File: src/rtl/multicycle_ctrl_if.sv
// Instruction-field and control-strobe bundle between the multicycle datapath and its controller.
// master = datapath side, slave = controller side.
interface multicycle_ctrl_if #(
  parameter int unsigned ALU_CTRL_W = 2
) ();
  logic [3:0]            Cond;
  logic [1:0]            Op;
  logic [5:0]            Funct;
  logic [3:0]            Rd;
  logic [3:0]            ALUFlags;

  logic                  PCWrite;
  logic                  AdrSrc;
  logic                  MemW;
  logic                  IRWrite;
  logic                  RegW;
  logic                  ALUSrcA;
  logic [1:0]            ResultSrc;
  logic [1:0]            ALUSrcB;
  logic [1:0]            ImmSrc;
  logic [1:0]            RegSrc;
  logic [ALU_CTRL_W-1:0] ALUControl;
  logic [3:0]            State;

  modport master (
    output Cond, Op, Funct, Rd, ALUFlags,
    input  PCWrite, AdrSrc, MemW, IRWrite, RegW, ALUSrcA,
    input  ResultSrc, ALUSrcB, ImmSrc, RegSrc, ALUControl, State
  );

  modport slave (
    input  Cond, Op, Funct, Rd, ALUFlags,
    output PCWrite, AdrSrc, MemW, IRWrite, RegW, ALUSrcA,
    output ResultSrc, ALUSrcB, ImmSrc, RegSrc, ALUControl, State
  );
endinterface

File: src/rtl/multicycle_ctrl.sv
// Multicycle ARM-subset controller FSM with internal NZCV flag register.
// Define MULTICYCLE_COND_EXEC_EN to honour the Cond field; otherwise every instruction executes.
module multicycle_ctrl #(
  parameter int unsigned ALU_CTRL_W = 2,
  parameter int unsigned FETCH_WAIT = 0
) (
  input logic               CLK,
  input logic               RESETn,
  multicycle_ctrl_if.slave  bus
);

  typedef enum logic [3:0] {
    StFetch   = 4'd0,
    StDecode  = 4'd1,
    StMemAdr  = 4'd2,
    StMemRd   = 4'd3,
    StMemWb   = 4'd4,
    StMemWr   = 4'd5,
    StExecR   = 4'd6,
    StExecI   = 4'd7,
    StAluWb   = 4'd8,
    StBranch  = 4'd9
  } state_e;

  state_e     state_q, state_d;
  logic [3:0] cnt_q, cnt_d;
  logic [3:0] flags_q, flags_d;
  logic       condexr_q, condexr_d;
  logic       cond_ex;

  logic [3:0] cmd;
  logic       is_add, is_sub, is_and, is_orr, is_cmp, is_arith, cmd_valid, rd_pc;

  assign cmd       = bus.Funct[4:1];
  assign is_add    = (cmd == 4'b0100);
  assign is_sub    = (cmd == 4'b0010);
  assign is_and    = (cmd == 4'b0000);
  assign is_orr    = (cmd == 4'b1100);
  assign is_cmp    = (cmd == 4'b1010);
  assign is_arith  = is_add | is_sub | is_cmp;
  assign cmd_valid = is_arith | is_and | is_orr;
  assign rd_pc     = (bus.Rd == 4'd15);

`ifdef MULTICYCLE_COND_EXEC_EN
  logic fn, fz, fc, fv;
  assign {fn, fz, fc, fv} = flags_q;

  always_comb begin
    cond_ex = 1'b1;
    case (bus.Cond)
      4'b0000: cond_ex = fz;
      4'b0001: cond_ex = ~fz;
      4'b0010: cond_ex = fc;
      4'b0011: cond_ex = ~fc;
      4'b0100: cond_ex = fn;
      4'b0101: cond_ex = ~fn;
      4'b0110: cond_ex = fv;
      4'b0111: cond_ex = ~fv;
      4'b1000: cond_ex = fc & ~fz;
      4'b1001: cond_ex = ~fc | fz;
      4'b1010: cond_ex = (fn == fv);
      4'b1011: cond_ex = (fn != fv);
      4'b1100: cond_ex = ~fz & (fn == fv);
      4'b1101: cond_ex = fz | (fn != fv);
      default: cond_ex = 1'b1;
    endcase
  end
`else
  // Flags are still tracked so enabling the macro later needs no datapath change.
  logic unused_cond;
  assign unused_cond = ^{bus.Cond, flags_q};
  assign cond_ex     = 1'b1;
`endif

  always_ff @(posedge CLK) begin
    if (!RESETn) begin
      state_q   <= StFetch;
      cnt_q     <= 4'd0;
      flags_q   <= 4'd0;
      condexr_q <= 1'b0;
    end else begin
      state_q   <= state_d;
      cnt_q     <= cnt_d;
      flags_q   <= flags_d;
      condexr_q <= condexr_d;
    end
  end

  logic       pcw, adrsrc, memw, irw, regw, alusrca;
  logic [1:0] ressrc, alusrcb, alu_ctrl;

  always_comb begin
    state_d   = state_q;
    cnt_d     = cnt_q;
    flags_d   = flags_q;
    condexr_d = condexr_q;
    pcw       = 1'b0;
    adrsrc    = 1'b0;
    memw      = 1'b0;
    irw       = 1'b0;
    regw      = 1'b0;
    alusrca   = 1'b0;
    ressrc    = 2'b00;
    alusrcb   = 2'b00;
    alu_ctrl  = 2'b00;

    unique case (state_q)
      StFetch: begin
        if (cnt_q == 4'(FETCH_WAIT)) begin
          cnt_d   = 4'd0;
          state_d = StDecode;
          irw     = 1'b1;
          pcw     = 1'b1;
          alusrca = 1'b1;
          alusrcb = 2'b10;
          ressrc  = 2'b10;
        end else begin
          cnt_d = cnt_q + 4'd1;
        end
      end
      StDecode: begin
        alusrca   = 1'b1;
        alusrcb   = 2'b10;
        ressrc    = 2'b10;
        condexr_d = cond_ex;
        case (bus.Op)
          2'b00:   state_d = bus.Funct[5] ? StExecI : StExecR;
          2'b01:   state_d = StMemAdr;
          2'b10:   state_d = StBranch;
          default: state_d = StFetch;
        endcase
      end
      StMemAdr: state_d = bus.Funct[0] ? StMemRd : StMemWr;
      StMemRd: begin
        adrsrc  = 1'b1;
        state_d = StMemWb;
      end
      StMemWr: begin
        adrsrc  = 1'b1;
        memw    = condexr_q;
        state_d = StFetch;
      end
      StMemWb: begin
        ressrc  = 2'b01;
        regw    = condexr_q & ~is_cmp & ~rd_pc;
        pcw     = condexr_q & rd_pc;
        state_d = StFetch;
      end
      StExecR, StExecI: begin
        if (is_add)                alu_ctrl = 2'b00;
        else if (is_sub || is_cmp) alu_ctrl = 2'b01;
        else if (is_and)           alu_ctrl = 2'b10;
        else if (is_orr)           alu_ctrl = 2'b11;
        if (condexr_q && cmd_valid && (bus.Funct[0] || is_cmp)) begin
          flags_d[3:2] = bus.ALUFlags[3:2];
          if (is_arith) flags_d[1:0] = bus.ALUFlags[1:0];
        end
        state_d = StAluWb;
      end
      StAluWb: begin
        regw    = condexr_q & cmd_valid & ~is_cmp & ~rd_pc;
        pcw     = condexr_q & cmd_valid & ~is_cmp & rd_pc;
        state_d = StFetch;
      end
      StBranch: begin
        alusrcb = 2'b01;
        ressrc  = 2'b10;
        pcw     = condexr_q;
        state_d = StFetch;
      end
      default: state_d = StFetch;
    endcase
  end

  // Strobes are masked while reset is held, since reset only takes effect at the next edge.
  always_comb begin
    bus.PCWrite    = pcw & RESETn;
    bus.MemW       = memw & RESETn;
    bus.IRWrite    = irw & RESETn;
    bus.RegW       = regw & RESETn;
    bus.AdrSrc     = adrsrc;
    bus.ALUSrcA    = alusrca;
    bus.ResultSrc  = ressrc;
    bus.ALUSrcB    = alusrcb;
    bus.ALUControl = ALU_CTRL_W'(alu_ctrl);
    bus.State      = state_q;
    case (bus.Op)
      2'b01:   bus.ImmSrc = 2'b01;
      2'b10:   bus.ImmSrc = 2'b10;
      default: bus.ImmSrc = 2'b00;
    endcase
    bus.RegSrc = {(bus.Op == 2'b01) & ~bus.Funct[0], (bus.Op == 2'b10)};
  end

endmodule
File: src/flat_wrapper.sv
// flat-port wrapper written by rule: the top's interface ports become plain ports
module multicycle_ctrl_flat 
#(
  parameter int unsigned ALU_CTRL_W = 2,
  parameter int unsigned FETCH_WAIT = 0
)
  (CLK, RESETn, bus_Cond, bus_Op, bus_Funct, bus_Rd, bus_ALUFlags, bus_PCWrite, bus_AdrSrc, bus_MemW, bus_IRWrite, bus_RegW, bus_ALUSrcA, bus_ResultSrc, bus_ALUSrcB, bus_ImmSrc, bus_RegSrc, bus_ALUControl, bus_State);
  multicycle_ctrl_if #(.ALU_CTRL_W(ALU_CTRL_W)) bus_i ();
  input logic CLK;
  input logic RESETn;
  input wire logic [$bits(bus_i.Cond)-1:0] bus_Cond;
  input wire logic [$bits(bus_i.Op)-1:0] bus_Op;
  input wire logic [$bits(bus_i.Funct)-1:0] bus_Funct;
  input wire logic [$bits(bus_i.Rd)-1:0] bus_Rd;
  input wire logic [$bits(bus_i.ALUFlags)-1:0] bus_ALUFlags;
  output wire logic [$bits(bus_i.PCWrite)-1:0] bus_PCWrite;
  output wire logic [$bits(bus_i.AdrSrc)-1:0] bus_AdrSrc;
  output wire logic [$bits(bus_i.MemW)-1:0] bus_MemW;
  output wire logic [$bits(bus_i.IRWrite)-1:0] bus_IRWrite;
  output wire logic [$bits(bus_i.RegW)-1:0] bus_RegW;
  output wire logic [$bits(bus_i.ALUSrcA)-1:0] bus_ALUSrcA;
  output wire logic [$bits(bus_i.ResultSrc)-1:0] bus_ResultSrc;
  output wire logic [$bits(bus_i.ALUSrcB)-1:0] bus_ALUSrcB;
  output wire logic [$bits(bus_i.ImmSrc)-1:0] bus_ImmSrc;
  output wire logic [$bits(bus_i.RegSrc)-1:0] bus_RegSrc;
  output wire logic [$bits(bus_i.ALUControl)-1:0] bus_ALUControl;
  output wire logic [$bits(bus_i.State)-1:0] bus_State;
  assign bus_i.Cond = bus_Cond;
  assign bus_i.Op = bus_Op;
  assign bus_i.Funct = bus_Funct;
  assign bus_i.Rd = bus_Rd;
  assign bus_i.ALUFlags = bus_ALUFlags;
  assign bus_PCWrite = bus_i.PCWrite;
  assign bus_AdrSrc = bus_i.AdrSrc;
  assign bus_MemW = bus_i.MemW;
  assign bus_IRWrite = bus_i.IRWrite;
  assign bus_RegW = bus_i.RegW;
  assign bus_ALUSrcA = bus_i.ALUSrcA;
  assign bus_ResultSrc = bus_i.ResultSrc;
  assign bus_ALUSrcB = bus_i.ALUSrcB;
  assign bus_ImmSrc = bus_i.ImmSrc;
  assign bus_RegSrc = bus_i.RegSrc;
  assign bus_ALUControl = bus_i.ALUControl;
  assign bus_State = bus_i.State;
  multicycle_ctrl #(.ALU_CTRL_W(ALU_CTRL_W), .FETCH_WAIT(FETCH_WAIT)) u_core (.CLK(CLK), .RESETn(RESETn), .bus(bus_i));
endmodule
File: config.mk
export PLATFORM = sky130hd
export DESIGN_NAME = multicycle_ctrl_flat
export DESIGN_NICKNAME = d
export VERILOG_FILES = /design/src/rtl/multicycle_ctrl_if.sv /design/src/rtl/multicycle_ctrl.sv /design/src/flat_wrapper.sv
export SDC_FILE = /design/constraint.sdc
export NUM_CORES = 1
export LEC_CHECK = 0
export BUFFER_PORTS_ARGS = -buffer_cell sky130_fd_sc_hd__buf_2
export CAP_MARGIN = 20
export CELL_PAD_IN_SITES_DETAIL_PLACEMENT = 2
export CELL_PAD_IN_SITES_GLOBAL_PLACEMENT = 2
export CORE_MARGIN = 2
export CORE_UTILIZATION = 23
export DETAILED_ROUTE_END_ITERATION = 7
export PLACE_DENSITY_LB_ADDON = 0.1
export SLEW_MARGIN = 20
export SYNTH_ARGS = -nofsm -noshare
export SYNTH_HDL_FRONTEND = slang
export SYNTH_SLANG_ARGS = --single-unit
File: constraint.sdc
create_clock -name CLK -period 2.7 [get_ports CLK]
set_input_delay 0.405 -clock CLK [delete_from_list [all_inputs] [get_ports CLK]]
set_output_delay 0.405 -clock CLK [all_outputs]
set_load 0.03 [all_outputs]
* Word level (Yosys, flattened, before mapping) *
Index checks and enable logic that the tools add are counted.

cells by class
  bitwise gates (word level) = 19
  add/subtract/negate cells = 1
  multiplexer cells = 22
  reductions and logical operators = 8
  eq/ne operators = 17

operators with widths
  cell                 number
  $eq 4x3->1 const B   5
  $eq 4x4->1 const B   5
  $pmux 4 s5           1
  $and 1x1->1          12
  $eq 4x2->1 const B   3
  $logic_not 4->1      3
  $mux 2               6
  $pmux 2 s3           2
  $pmux 4 s3           1
  $mux 4               2
  $reduce_or 2->1      3
  $mux 1               5
  $add 4x1->4 const B  1
  $eq 4x1->1 const B   1
  $or 1x1->1           4
  $pmux 1 s2           2
  $pmux 1 s4           1
  $pmux 2 s2           1
  $mux 3               1
  $not 1->1            3
  $eq 2x1->1 const B   1
  $eq 2x2->1 const B   1
  $logic_not 2->1      1
  $ne 2x1->1 const B   1
  $logic_or 1x1->1     1

word-level totals
  logic and storage cells = 70
  input bits = 22
  output and inout port bits = 20
  register bits after elaboration = 9

* Logic depth before layout (Yosys ltp) *
Gate-level depths: netlist of run 1.

  word-level depth = 10
  depth in mapped cells = 6
  depth with buffers taken out = 6

* Least setup slack after synthesis of run 1 *
No wires, ideal clock.

  kind = flip-flop to output port
  from = register u_core.state_q[3] (netlist: u_core.bus.State[3])
  to = output port bus_RegW
  slack = 0.319 ns
  arrival time = 1.976 ns
  data required time = 2.295 ns
  stages on the path, launching flop included = 5
  buffers on the path = 1
  path through = dfxtp_1 -> clkbuf_1 -> nor2b_1 -> a21oi_1 -> nor4_1

between the ends
  cells in the longest elaborated chain, start to end = 3
  elaborated cells between the ends (all ways) = 4
  classes of those cells = 2 x eq/ne; 1 x mux; 1 x bitwise

RTL lines
  what                                             line                    source
  start, declared                                  multicycle_ctrl.sv:25   state_e state_q, state_d;
  start signal, assigned                           multicycle_ctrl.sv:77   state_q <= StFetch;
  start signal, assigned                           multicycle_ctrl.sv:82   state_q <= state_d;
  $eq 4x4->1 / $eq 4x3->1 (equally long branches)  multicycle_ctrl.sv:107  unique case (state_q)
  $pmux 1 s2 (*)                                   multicycle_ctrl.sv:107
  $and 1x1->1 (*)                                  multicycle_ctrl.sv:180  bus.RegW = regw & RESETn;
  end, declared                                    flat_wrapper.sv:20      output wire logic [$bits(bus_i.RegW)-1:0] bus_RegW;

Every way passes the cells marked *; elsewhere a longest branch is shown, timed or not.

* Worst setup path after layout of run 1 *
  from = register u_core.state_q[1] (netlist: u_core.bus.State[1])
  to = output port bus_PCWrite

between the ends
  cells in the longest elaborated chain, start to end = 3
  elaborated cells between the ends (all ways) = 6
  classes of those cells = 3 x eq/ne; 1 x mux; 1 x bitwise; 1 x reduce/logical

RTL lines
  what                                      line                    source
  $eq 4x4->1, or another cell as far along  multicycle_ctrl.sv:107
  $pmux 1 s4 (*)                            multicycle_ctrl.sv:107
  $and 1x1->1 (*)                           multicycle_ctrl.sv:177  bus.PCWrite = pcw & RESETn;
  end, declared                             flat_wrapper.sv:16      output wire logic [$bits(bus_i.PCWrite)-1:0] bus_PCWrite;

Marked as above.

==> results of run 1 <==
[worst max path at each step]
stage,to,slack [ps]
after global placement,bus_PCWrite,670
after floorplan,bus_RegW,320
final,bus_PCWrite,380
after global routing,bus_PCWrite,190
after CTS,bus_PCWrite,360
after detailed placement,bus_PCWrite,670
[state kept, by name, summed over array words and instances, names as in the netlist]
name and flops:
u_core.condexr_q 1, u_core.cnt_q 4, u_core.bus.State 4
[through the flow]
| step | utilization, % | total power [uW] | hold WS, ps | instance area (um2) | setup WS, ps |
|---|---|---|---|---|---|
| final | 31.2 | 416 | 428 | 928 | 382 |
| after global routing | 31.2 | 443 | 449 | 928 | 186 |
| after global placement | 30.3 | 306 | 535 | 902 | 669 |
| after detailed placement | 30.3 | 308 | 540 | 902 | 665 |
| after CTS | 31.2 | 426 | 430 | 928 | 358 |
| after floorplan | - | 260 | 492 | 708 | 319 |
[cells in the mapped netlist, drive strengths merged, types with 2 or more instances]
library cell,instances
ha,2
nor2b,8
nand2b,6
clkbuf,3
dfxtp,9
o21ai,4
nor3b,2
buf,3
nor4,4
o21a,2
a21oi,5
nand2,7
inv,2
nand3,2
nor2,13
xnor2,2
nor3,5
and3,2
[worst max-delay path: stages (launching register included)]
cell and delay (ps):
dfxtp_1 490, nor4_4 530, nand2_1 120, a21boi_0 140, a21oi_1 140, buf_2 210
[report_power, final]
| part | total [uW] | internal [uW] | switching [uW] |
|---|---|---|---|
| Combinational | 149 | 54.2 | 95.2 |
| Clock | 113 | 57.3 | 56.1 |
| Sequential | 154 | 139 | 14.4 |
[kinds of logic after synthesis]
family,count (synthesis),share of synthesized area [%]
XOR/XNOR,3,3.71
buffers and inverters,8,6.01
AO/OA/AOI/OAI,16,14.1
AND/OR/NAND/NOR,55,44.2
adder cells (fa/ha/maj),2,3.53
multiplexers,2,3.00
flip-flops,9,25.4
[layer usage]
metal / up-vias / wire length, um / global-route usage [%]
met1: 382 / 1030 / 16.9
met4: 0 / 42 / 6.67
met5: - / 0 / 0
met2: 20 / 1040 / 22.4
met3: 5 / 106 / 2.18
li1: 401 / - / -
[layout make-up]
cell class              count  area [um2]  area share, %
repair buffers             36         188           20.2
inverters                   2        7.51          0.809
flip-flops and latches      9         180           19.4
well taps                  33        41.3           4.45
clock buffers               4        26.3           2.83
multi-input cells          78         485           52.3
==> results.md, run 1 <==
Timing:
- At the pin with the least slew margin, the transition time is ~570 ps.
- The worst path needs ~2300 ps of the cycle, external delays included.
- The final-report hold violation count came to 0.
- The worst pin sits at a relative slew slack of between 60% and 70%.
- The share of the clock period used by the worst path after layout is between 80% and 90%.
- The total count of max-transition violations in the final report is 0.
- Between clock sinks in the finished design, the worst skew comes to 5.74 ps.
- The final number of setup-violating endpoints is 0.
- The maximum clock frequency is approximately 430 MHz.
- Adding up every negative setup slack in the final design gives 0 ps.
- Setup repair after global routing left no endpoint under its margin.

GRT:
- The first-pass GRT wire length is 3590 um.
- The overall routing resource usage is 13.6%.
- The global-route congestion overflow total is 0.
- The number of antenna violations at the first check in global routing came to 0.
- Entering global routing, the biggest net connects 16 pins.
- The number of global-route vias before repair is approximately 800.

Power:
- The power per cell area is about 450 nW/um2.
- The leakage power of the design is 0.000426 uW.
- The peak supply drop is roughly 0.00013 V.

Detailed routing:
- Summed over all layers, the routed wires come to 2220 um.
- The final antenna-violating net count is 0.
- In the routed design, unresolved DRC markers number 0.
- The first-pass iteration count of the detailed router is 2.
- Dividing the detail-routed wire length by the instance count gives around 14 um.
- The number of violations reported at the end of detailed-routing iteration 0 is 12.
- The via total after detailed routing is ~810.
- In the routed layout, each cell is associated on average with a via count of between 4 and 5.

Synth:
- The synthesized design devotes to its leading area cell type roughly 25% of total area.
- Among all flip-flop cells after synthesis, the most frequent one is dfxtp_1.
- By area the synthesized netlist is led by dfxtp_1, nor2b_1, nor2_1.
- The flip-flop and latch count after synthesis is 9.
- A synthesized cell averages between 7 and 8 um2.
- The warning count from the yosys run is 0.
- The post-synthesis net count is about 120.
- Counting flops with an async set or reset pin after synthesis yields a share of 0%.
- The share of the Yosys chip area taken by registers is between 20% and 30%.
- Counting distinct cell types in the post-synthesis netlist gives 35.
- Synthesis handed over a netlist of between 90 and 100 instances.
- Counting flops with a built-in enable in the synthesized netlist gives 0.
- dfxtp_1 takes more of the synthesized area than any other cell.
- The area of the mapped netlist is a little over 700 um2.

Worst setup path:
- The launch instance of the worst register-to-register path is u_core.bus.State[1].
- Across all register-to-register paths, the minimum setup slack is 1120 ps.
- In this run the critical register-to-register path is captured at u_core.cnt_q[3].
- The worst register-to-register path has a depth of 4.
- The critical-path maximum fanout is 15.
- Data on the critical path is required at its endpoint by between 2000 and 2500 ps.
- The worst setup path is launched from a flip-flop.
- The launching element of the worst setup path is u_core.bus.State[1].
- The data arrival time of the critical path is ~1900 ps.
- STA classifies the critical path endpoint as a primary output.
- The worst setup path is of the flip-flop to primary output kind.

Clock network:
- The tree is rooted in a clkbuf_4.
- For the worst-skew pair, the clock arrives at the later sink with an insertion delay of 270 ps.
- The number of CTS-inserted buffers is 3.
- Counting along the longest clock path gives a buffer depth of 2.
- The TritonCTS clock tree is done.
- Clock-pin slew was measured on the worst setup and hold paths at approximately 60 ps.
- The number of setup buffers added after CTS is 0.
- In this run, post-CTS repair resized a total of 0 instances.
- The post-cts hold buffer count is 0.
- The number of clock sinks is 9.
- The number of levels in the clock H-tree is 1.

Cells and area:
- The most frequent standard cell in the layout excluding fill and tap cells is buf_2.
- The repair_antennas step left the layout with diodes totalling 0.
- Fill cells in the final layout number between 300 and 400.
- The final non-filler cell total is around 160.
- Cells with a size suffix above 1 make up a little under a third of the layout.
- The library cells used most frequently in the layout, excluding fill and tap cells, are buf_2, nor2_1, dfxtp_1.
- The area overhead of the layout relative to synthesis is 31.1%.
- The final net count is roughly 150.

Placement:
- The number of buffer cells added on primary ports is 33.
- The HPWL reported at the end of detailed placement is ~1700 um.
- The congestion estimate from routability-driven global placement came to around 0.73.
- The number of placed instances, taps included is between 150 and 200.

Die:
- The core area is ~3000 um2.
- Once the floorplan was initialized, standard cells occupied about a quarter of the core.
- The overall die height is 59.5 um.
- The width of the die is 59.5 um.
- The floorplan has 20 rows.
- The die covers around 3500 um2.
- 42 I/O pins were placed.

Status:
- The flow ran to the end, and the final reports show no timing, DRC or antenna violations.

Worst hold path:
- The worst hold path terminates at u_core.bus.State[0].
- The worst min-delay path category is primary input to flip-flop.
- The depth of the worst hold-timing path is 3.
- In this run the most critical hold path is launched from bus_Funct[5].

Job:
- The reported max-cap violation count is 0.
Note: power is estimated with default switching activity, not from simulation.
==> run 2, diff against run 1 <==
GPL_TIMING_DRIVEN = 0   (was not set)
==> run 2 against run 1 <==
Wire length is 0.86% lower. Combinational power is 7% higher. Core utilization is 0.42 points higher. Die area stayed put. Critical path depth is 2 higher. Worst setup slack worse by 79 ps. Sequential cell count stayed put. Clock-buffer cell count stayed put. Total power is 0.28% lower. Non-clock buffer count is 3 higher. Worst hold slack better by 26 ps. Critical path type unchanged.
==> results.md, run 2 (same netlist as run 1, synthesis figures left out) <==
Detailed routing:
- The final antenna-violating net count is 0 (unchanged).
- The average wire per cell in the routed design is 13.3 um (was 13.7 um).
- The number of violations reported at the end of detailed-routing iteration 0 came to 15 (was 12).
- The remaining routing DRC violations came to 0 (unchanged).
- The total wire length after detailed routing is 2200 um (was 2220 um).
- The first-pass iteration count of the detailed router is 2 (unchanged).
- The via total after detailed routing came to 814 (was 808).
- The per-cell via count in the routed design is 4.93 (was 4.99).

Timing:
- The worst slew margin relative to its limit is 60.8% (was 61.9%).
- The final number of setup-violating endpoints was 0 (unchanged).
- The maximum clock frequency was 417 MHz (was 431 MHz).
- The final-report hold violation count is 0 (unchanged).
- The transition time of the tightest slew-check pin was 586 ps (was 570 ps).
- The share of the clock period used by the worst path after layout is 88.8% (was 85.8%).
- The shortest period the worst path allows is 2400 ps (was 2320 ps).
- The setup total negative slack is 0 ps (unchanged).
- The setup clock skew after layout was 1.29 ps (was 5.74 ps).
- The total count of max-transition violations in the final report came to 0 (unchanged).
- Unrepaired setup endpoints after global routing: false (unchanged).

Worst hold path:
- The worst min-delay path category is primary input to flip-flop (unchanged).
- The endpoint of the worst hold-timing path was u_core.bus.State[0] (unchanged).
- The source of the worst hold timing path is bus_Funct[5] (unchanged).
- The depth of the worst hold-timing path came to 3 (unchanged).

Cells and area:
- The post-route core utilization is 31.6% (was 31.2%).
- Highest-count cells in the layout ignoring fill and taps: buf_2, nor2_1, dfxtp_1 (unchanged).
- The number of diodes added for antenna fixing came to 0 (unchanged).
- The final net count is 157 (was 154).
- The area overhead of the layout relative to synthesis is 32.9% (was 31.1%).
- The most frequent standard cell in the layout excluding fill and tap cells was buf_2 (unchanged).
- The final non-filler cell total is 165 (was 162).
- The fraction of final layout cells with drive strength greater than 1 was 31.1% (was 31.8%).

Die:
- The total I/O pin count is 42 (unchanged).
- The initial core utilization was 23.8% (unchanged).
- The die footprint came to 3540 um2 (unchanged).
- The core area came to 2980 um2 (unchanged).
- The width of the die is 59.5 um (unchanged).
- The number of cell rows is 20 (unchanged).
- The overall die height is 59.5 um (unchanged).

Clock network:
- The number of cells upsized or downsized after cts was 0 (unchanged).
- The TritonCTS clock tree is done (unchanged).
- The CTS clock-pin slew for the worst setup and hold paths is 70 ps (was 60 ps).
- The clock tree buffer depth is 2 (unchanged).
- The buffer count from post-CTS setup fixing is 0 (unchanged).
- The clock insertion delay at the later pin of the skew report was 260 ps (was 270 ps).
- The number of levels in the clock H-tree was 1 (unchanged).
- The number of CTS-inserted buffers was 3 (unchanged).
- The post-cts hold buffer count is 0 (unchanged).
- The master cell of the clock root buffer is clkbuf_4 (unchanged).
- The number of clock sinks came to 9 (unchanged).

Placement:
- The final estimated routing congestion in global placement is 0.728 (was 0.726).
- The HPWL reported at the end of detailed placement was 1830 um (was 1720 um).
- The number of buffer cells added on primary ports is 33 (unchanged).
- The number of placed instances, taps included came to 161 (was 158).

Worst setup path:
- The required time at the endpoint of the critical path is 2300 ps (about the same).
- The highest cell delay on the worst timing path came to 500 ps (was 530 ps).
- The endpoint of the lowest-slack register-to-register path is u_core.bus.State[0] (was u_core.cnt_q[3]).
- The sort of element at the start of the critical path is a flip-flop (unchanged).
- The critical path buffer and inverter count is 2 (was 1).
- The data arrival time of the critical path is 1990 ps (was 1910 ps).
- Critical-path cell list: inv_1, ha_1, nor3b_1, nand2_1, a21boi_0, a21oi_1, buf_2 (was nor4_4, nand2_1, a21boi_0, a21oi_1, buf_2).
- The number of cells on the critical path is 7 (was 5).
- The cell with the largest stage delay on the worst path was nor3b_1 (was nor4_4).
- The type of the worst setup path was flip-flop to primary output (unchanged).
- The launch instance of the worst register-to-register path is u_core.cnt_q[0] (was u_core.bus.State[1]).
- The path depth of the worst reg2reg path came to 6 (was 4).
- The register-to-register setup slack is 1020 ps (was 1120 ps).
- The endpoint type of the worst setup path was a primary output (unchanged).
- The cell family contributing the most delay on the critical path was simple AND/OR/NAND/NOR gates (unchanged).
- The critical-path maximum fanout is 5 (was 15).

GRT:
- The overall routing resource usage is 13.6% (about the same).
- The number of antenna violations at the first check in global routing was 0 (unchanged).
- The global-route congestion overflow total is 0 (unchanged).
- The first-pass GRT wire length was 3690 um (was 3590 um).
- The number of global-route vias before repair is 794 (was 801).
- The pin count of the biggest net entering global routing is 11 (was 16).

Power:
- The power per cell area came to 441 nW/um2 (was 449 nW/um2).
- The part of the total power dissipated in the clock network is 26.3% (was 27.2%).
- The total internal power is 253 uW (was 251 uW).
- The peak supply drop is 0.000180 V (was 0.000131 V).
- The share of total power in sequential cells is 35.4% (was 36.9%).
- The leakage power of the design is 0.000432 uW (was 0.000426 uW).
- The part of the power in combinational logic is 38.2% (was 35.9%).
- The switching power share of the total is 39.1% (was 39.8%).
- The net switching power is 162 uW (was 166 uW).

Status:
- Outcome: finished clean (unchanged).

Job:
- The reported max-cap violation count is 0 (unchanged).
==> run 2: cell types whose count changed in the layout (fill, tap and decap cells not counted), sizes merged <==
cell,delta
clkbuf,+3
==> run 2: per-layer routing <==
layer,wire length (um),GRT usage [%],up-vias
met5,0,0,-
met4,12,3.81,0
met3,80,1.31,2
met2,1140,24.3,17
met1,964,17.2,390
li1,-,-,405
==> run 2: area by class of cell <==
| cell class | count | area, um2 |
|---|---|---|
| repair buffers | 33 | 165 |
| flip-flops and latches | 9 | 180 |
| plain buffers | 6 | 35.0 |
| inverters | 2 | 7.51 |
| well taps | 33 | 41.3 |
| fillers | 377 | 2040 |
| multi-input cells | 78 | 485 |
| clock buffers | 4 | 26.3 |
==> run 2: worst reg2reg max path, cell delays in order, from the launching register on <==
cell	delay, ps
dfxtp_1	340
inv_1	90
ha_1	150
nor3b_1	500
nand2b_1	230
nand3_1	150
a21oi_1	160
==> run 2: worst max-delay path by stage <==
| stage | from | slack (ps) | end |
|---|---|---|---|
| 6_report | u_core.cnt_q[0] | 300 | bus_PCWrite |
| 5_1_grt | u_core.cnt_q[0] | 50 | bus_PCWrite |
| 4_1_cts | u_core.cnt_q[0] | 260 | bus_PCWrite |
| 3_5_place_dp | u_core.cnt_q[0] | 560 | bus_PCWrite |
| 3_3_place_gp | u_core.cnt_q[0] | 650 | bus_PCWrite |
| 2_1_floorplan | u_core.bus.State[3] | 320 | bus_RegW |
==> run 2: stage by stage <==
step           hold slack [ps]  setup slack [ps]  power, uW  area, um2
2_1_floorplan              492               319        260        708
3_3_place_gp               529               654        311        915
3_5_place_dp               531               558        313        915
4_1_cts                    461               262        424        941
5_1_grt                    487              48.6        446        941
6_report                   455               303        415        941
==> run 2: power by group through the flow <==
stage	clock network, uW	registers [uW]	logic [uW]
2_1_floorplan	0	158	102
3_3_place_gp	0	150	160
3_5_place_dp	0	151	162
4_1_cts	113	148	163
5_1_grt	121	149	176
6_report	109	147	159
==> run 3, diff against run 2 <==
CORE_ASPECT_RATIO = 1.5   (was not set)
CORE_MARGIN = not set   (was 2)
==> run 3 against run 2 <==
Worst setup slack better by 36 ps. Non-clock buffer count unchanged. Global-route usage up 2.0 points. Core utilization up 1.6 points. Combinational power about the same. Wire length up 6.0%. Clock skew about the same. Clock power up 41%. First-iteration DRC count down 6.7%. Worst hold slack better by 32 ps.
==> results.md, run 3 (same netlist as run 1, synthesis figures left out) <==
GRT:
- The number of antenna violations at the first check in global routing came to 0 (unchanged).
- The first-pass GRT wire length was 3790 um (was 3690 um).
- The global-route congestion overflow total is 0 (unchanged).
- The pin count of the biggest net entering global routing is 11 (unchanged).
- The number of global-route vias before repair is 864 (was 794).
- The overall routing resource usage is 15.6% (was 13.6%).

Worst setup path:
- The highest cell delay on the worst timing path is 520 ps (was 500 ps).
- The sort of element at the start of the critical path is a flip-flop (unchanged).
- The endpoint type of the worst setup path is a primary output (unchanged).
- The type of the worst setup path was flip-flop to primary output (unchanged).
- The cell with the largest stage delay on the worst path is nor3b_1 (unchanged).
- Critical-path cell list: inv_1, ha_1, nor3b_1, nand2_1, a21boi_0, a21oi_1, buf_2 (unchanged).
- The required time at the endpoint of the critical path is 2300 ps (about the same).
- The register-to-register setup slack is 980 ps (was 1020 ps).
- The critical-path maximum fanout is 5 (unchanged).
- The data arrival time of the critical path is 1960 ps (was 1990 ps).

Clock network:
- The number of clock sinks is 9 (unchanged).
- The number of CTS-inserted buffers is 3 (unchanged).
- The clock tree buffer depth is 2 (unchanged).
- The master cell of the clock root buffer is clkbuf_8 (was clkbuf_4).
- The clock insertion delay at the later pin of the skew report is 230 ps (was 260 ps).
- The buffer count from post-CTS setup fixing is 0 (unchanged).
- The number of levels in the clock H-tree is 1 (unchanged).
- The post-cts hold buffer count is 0 (unchanged).
- The number of cells upsized or downsized after cts is 0 (unchanged).
- The CTS clock-pin slew for the worst setup and hold paths was 40 ps (was 70 ps).
- The TritonCTS clock tree is done (unchanged).

Timing:
- The setup total negative slack came to 0 ps (unchanged).
- The transition time of the tightest slew-check pin is 601 ps (was 586 ps).
- The post-route worst setup slack came to 339 ps (was 303 ps).
- The worst slew margin relative to its limit is 59.9% (was 60.8%).
- The share of the clock period used by the worst path after layout is 87.4% (was 88.8%).
- The final number of setup-violating endpoints is 0 (unchanged).
- The maximum clock frequency came to 424 MHz (was 417 MHz).
- The shortest period the worst path allows is 2360 ps (was 2400 ps).
- The setup clock skew after layout is 1.77 ps (was 1.29 ps).
- The final-report hold violation count is 0 (unchanged).
- The total count of max-transition violations in the final report is 0 (unchanged).
- Unrepaired setup endpoints after global routing: false (unchanged).

Cells and area:
- Highest-count cells in the layout ignoring fill and taps: buf_2, nor2_1, dfxtp_1 (unchanged).
- The number of diodes added for antenna fixing is 0 (unchanged).
- The area overhead of the layout relative to synthesis is 36.6% (was 32.9%).
- The fill cell instance count of the final layout is 370 (was 377).
- The area taken by multi-input logic gates came to 485 um2 (unchanged).
- The fraction of final layout cells with drive strength greater than 1 was 31.1% (unchanged).
- The most frequent standard cell in the layout excluding fill and tap cells is buf_2 (unchanged).
- The area taken by flip-flops and latches came to 180 um2 (unchanged).
- The post-route core utilization was 33.2% (was 31.6%).
- The final net count was 157 (unchanged).

Placement:
- The worst slack after detailed placement is 634 ps (was 558 ps).
- The final estimated routing congestion in global placement came to 0.684 (was 0.728).
- The number of buffer cells added on primary ports came to 33 (unchanged).
- The HPWL reported at the end of detailed placement is 1950 um (was 1830 um).

Die:
- The core area is 2910 um2 (was 2980 um2).
- The initial core utilization is 24.3% (was 23.8%).
- The number of cell rows is 24 (was 20).
- The overall die height is 70.0 um (was 59.5 um).
- The width of the die came to 47.3 um (was 59.5 um).
- The total I/O pin count was 42 (unchanged).
- The die footprint is 3310 um2 (was 3540 um2).

Power:
- The power per cell area is 479 nW/um2 (was 441 nW/um2).
- The peak supply drop came to 0.000254 V (was 0.000180 V).
- The total power of the final layout came to 463 uW (was 415 uW).
- The leakage power of the design is 0.000440 uW (was 0.000432 uW).

Detailed routing:
- The number of violations reported at the end of detailed-routing iteration 0 is 14 (was 15).
- The first-pass iteration count of the detailed router is 2 (unchanged).
- The remaining routing DRC violations was 0 (unchanged).
- The average wire per cell in the routed design is 13.6 um (was 13.3 um).
- The via total after detailed routing is 824 (was 814).
- The total wire length after detailed routing is 2330 um (was 2200 um).
- The final antenna-violating net count is 0 (unchanged).
- The per-cell via count in the routed design was 4.82 (was 4.93).

Job:
- The reported max-cap violation count is 0 (unchanged).

Status:
- Outcome: finished clean (unchanged).

Worst hold path:
- The worst min-delay path category is primary input to flip-flop (unchanged).
-- run 3: where the power goes --
part           leakage (uW)  internal (uW)  total, uW  switching (uW)
sequential        0.0000733            140        148            8.41
clock             0.0000228            103        154            51.6
combinational      0.000344           56.8        161             104
-- run 3: cell type report --
| class | count | area share (%) |
|---|---|---|
| clock buffers | 4 | 4.66 |
| repair buffers | 33 | 17.1 |
| well taps | 39 | 5.05 |
| multi-input cells | 78 | 50.2 |
| inverters | 2 | 0.776 |
| plain buffers | 6 | 3.62 |
| flip-flops and latches | 9 | 18.6 |
-- run 3: per-stage QoR --
stage / std cells / hold WS, ps / area, um2
after floorplan: 95 / 492 / 708
after global placement: 167 / 528 / 922
after detailed placement: 167 / 548 / 922
after CTS: 171 / 489 / 967
after global routing: 171 / 530 / 967
final: 171 / 487 / 967
-- run 3: routing by layer --
metal	part of all wire, %	global-route usage (%)
met1	36	15.7
met2	59	29.5
met3	4.0	1.55
met4	1.7	5.71
met5	0	0
-- run 3: worst max-delay path, delay by kind of cell (launching register included) --
kind	cells	cell delay, ps
and+or+nand+nor	2	650
DFF	1	340
buffers and inverters	2	300
AOI/OAI and AO/OA	2	280
adders and majority gates	1	160
-- run 3: final timing paths --
path | startpoint | to | cells after the start
max reg2reg | u_core.cnt_q[0] | u_core.bus.State[0] | 6
max | u_core.cnt_q[0] | bus_PCWrite | 7
min | bus_Funct[5] | u_core.bus.State[0] | 3
min reg2reg | u_core.condexr_q | u_core.condexr_q | 1
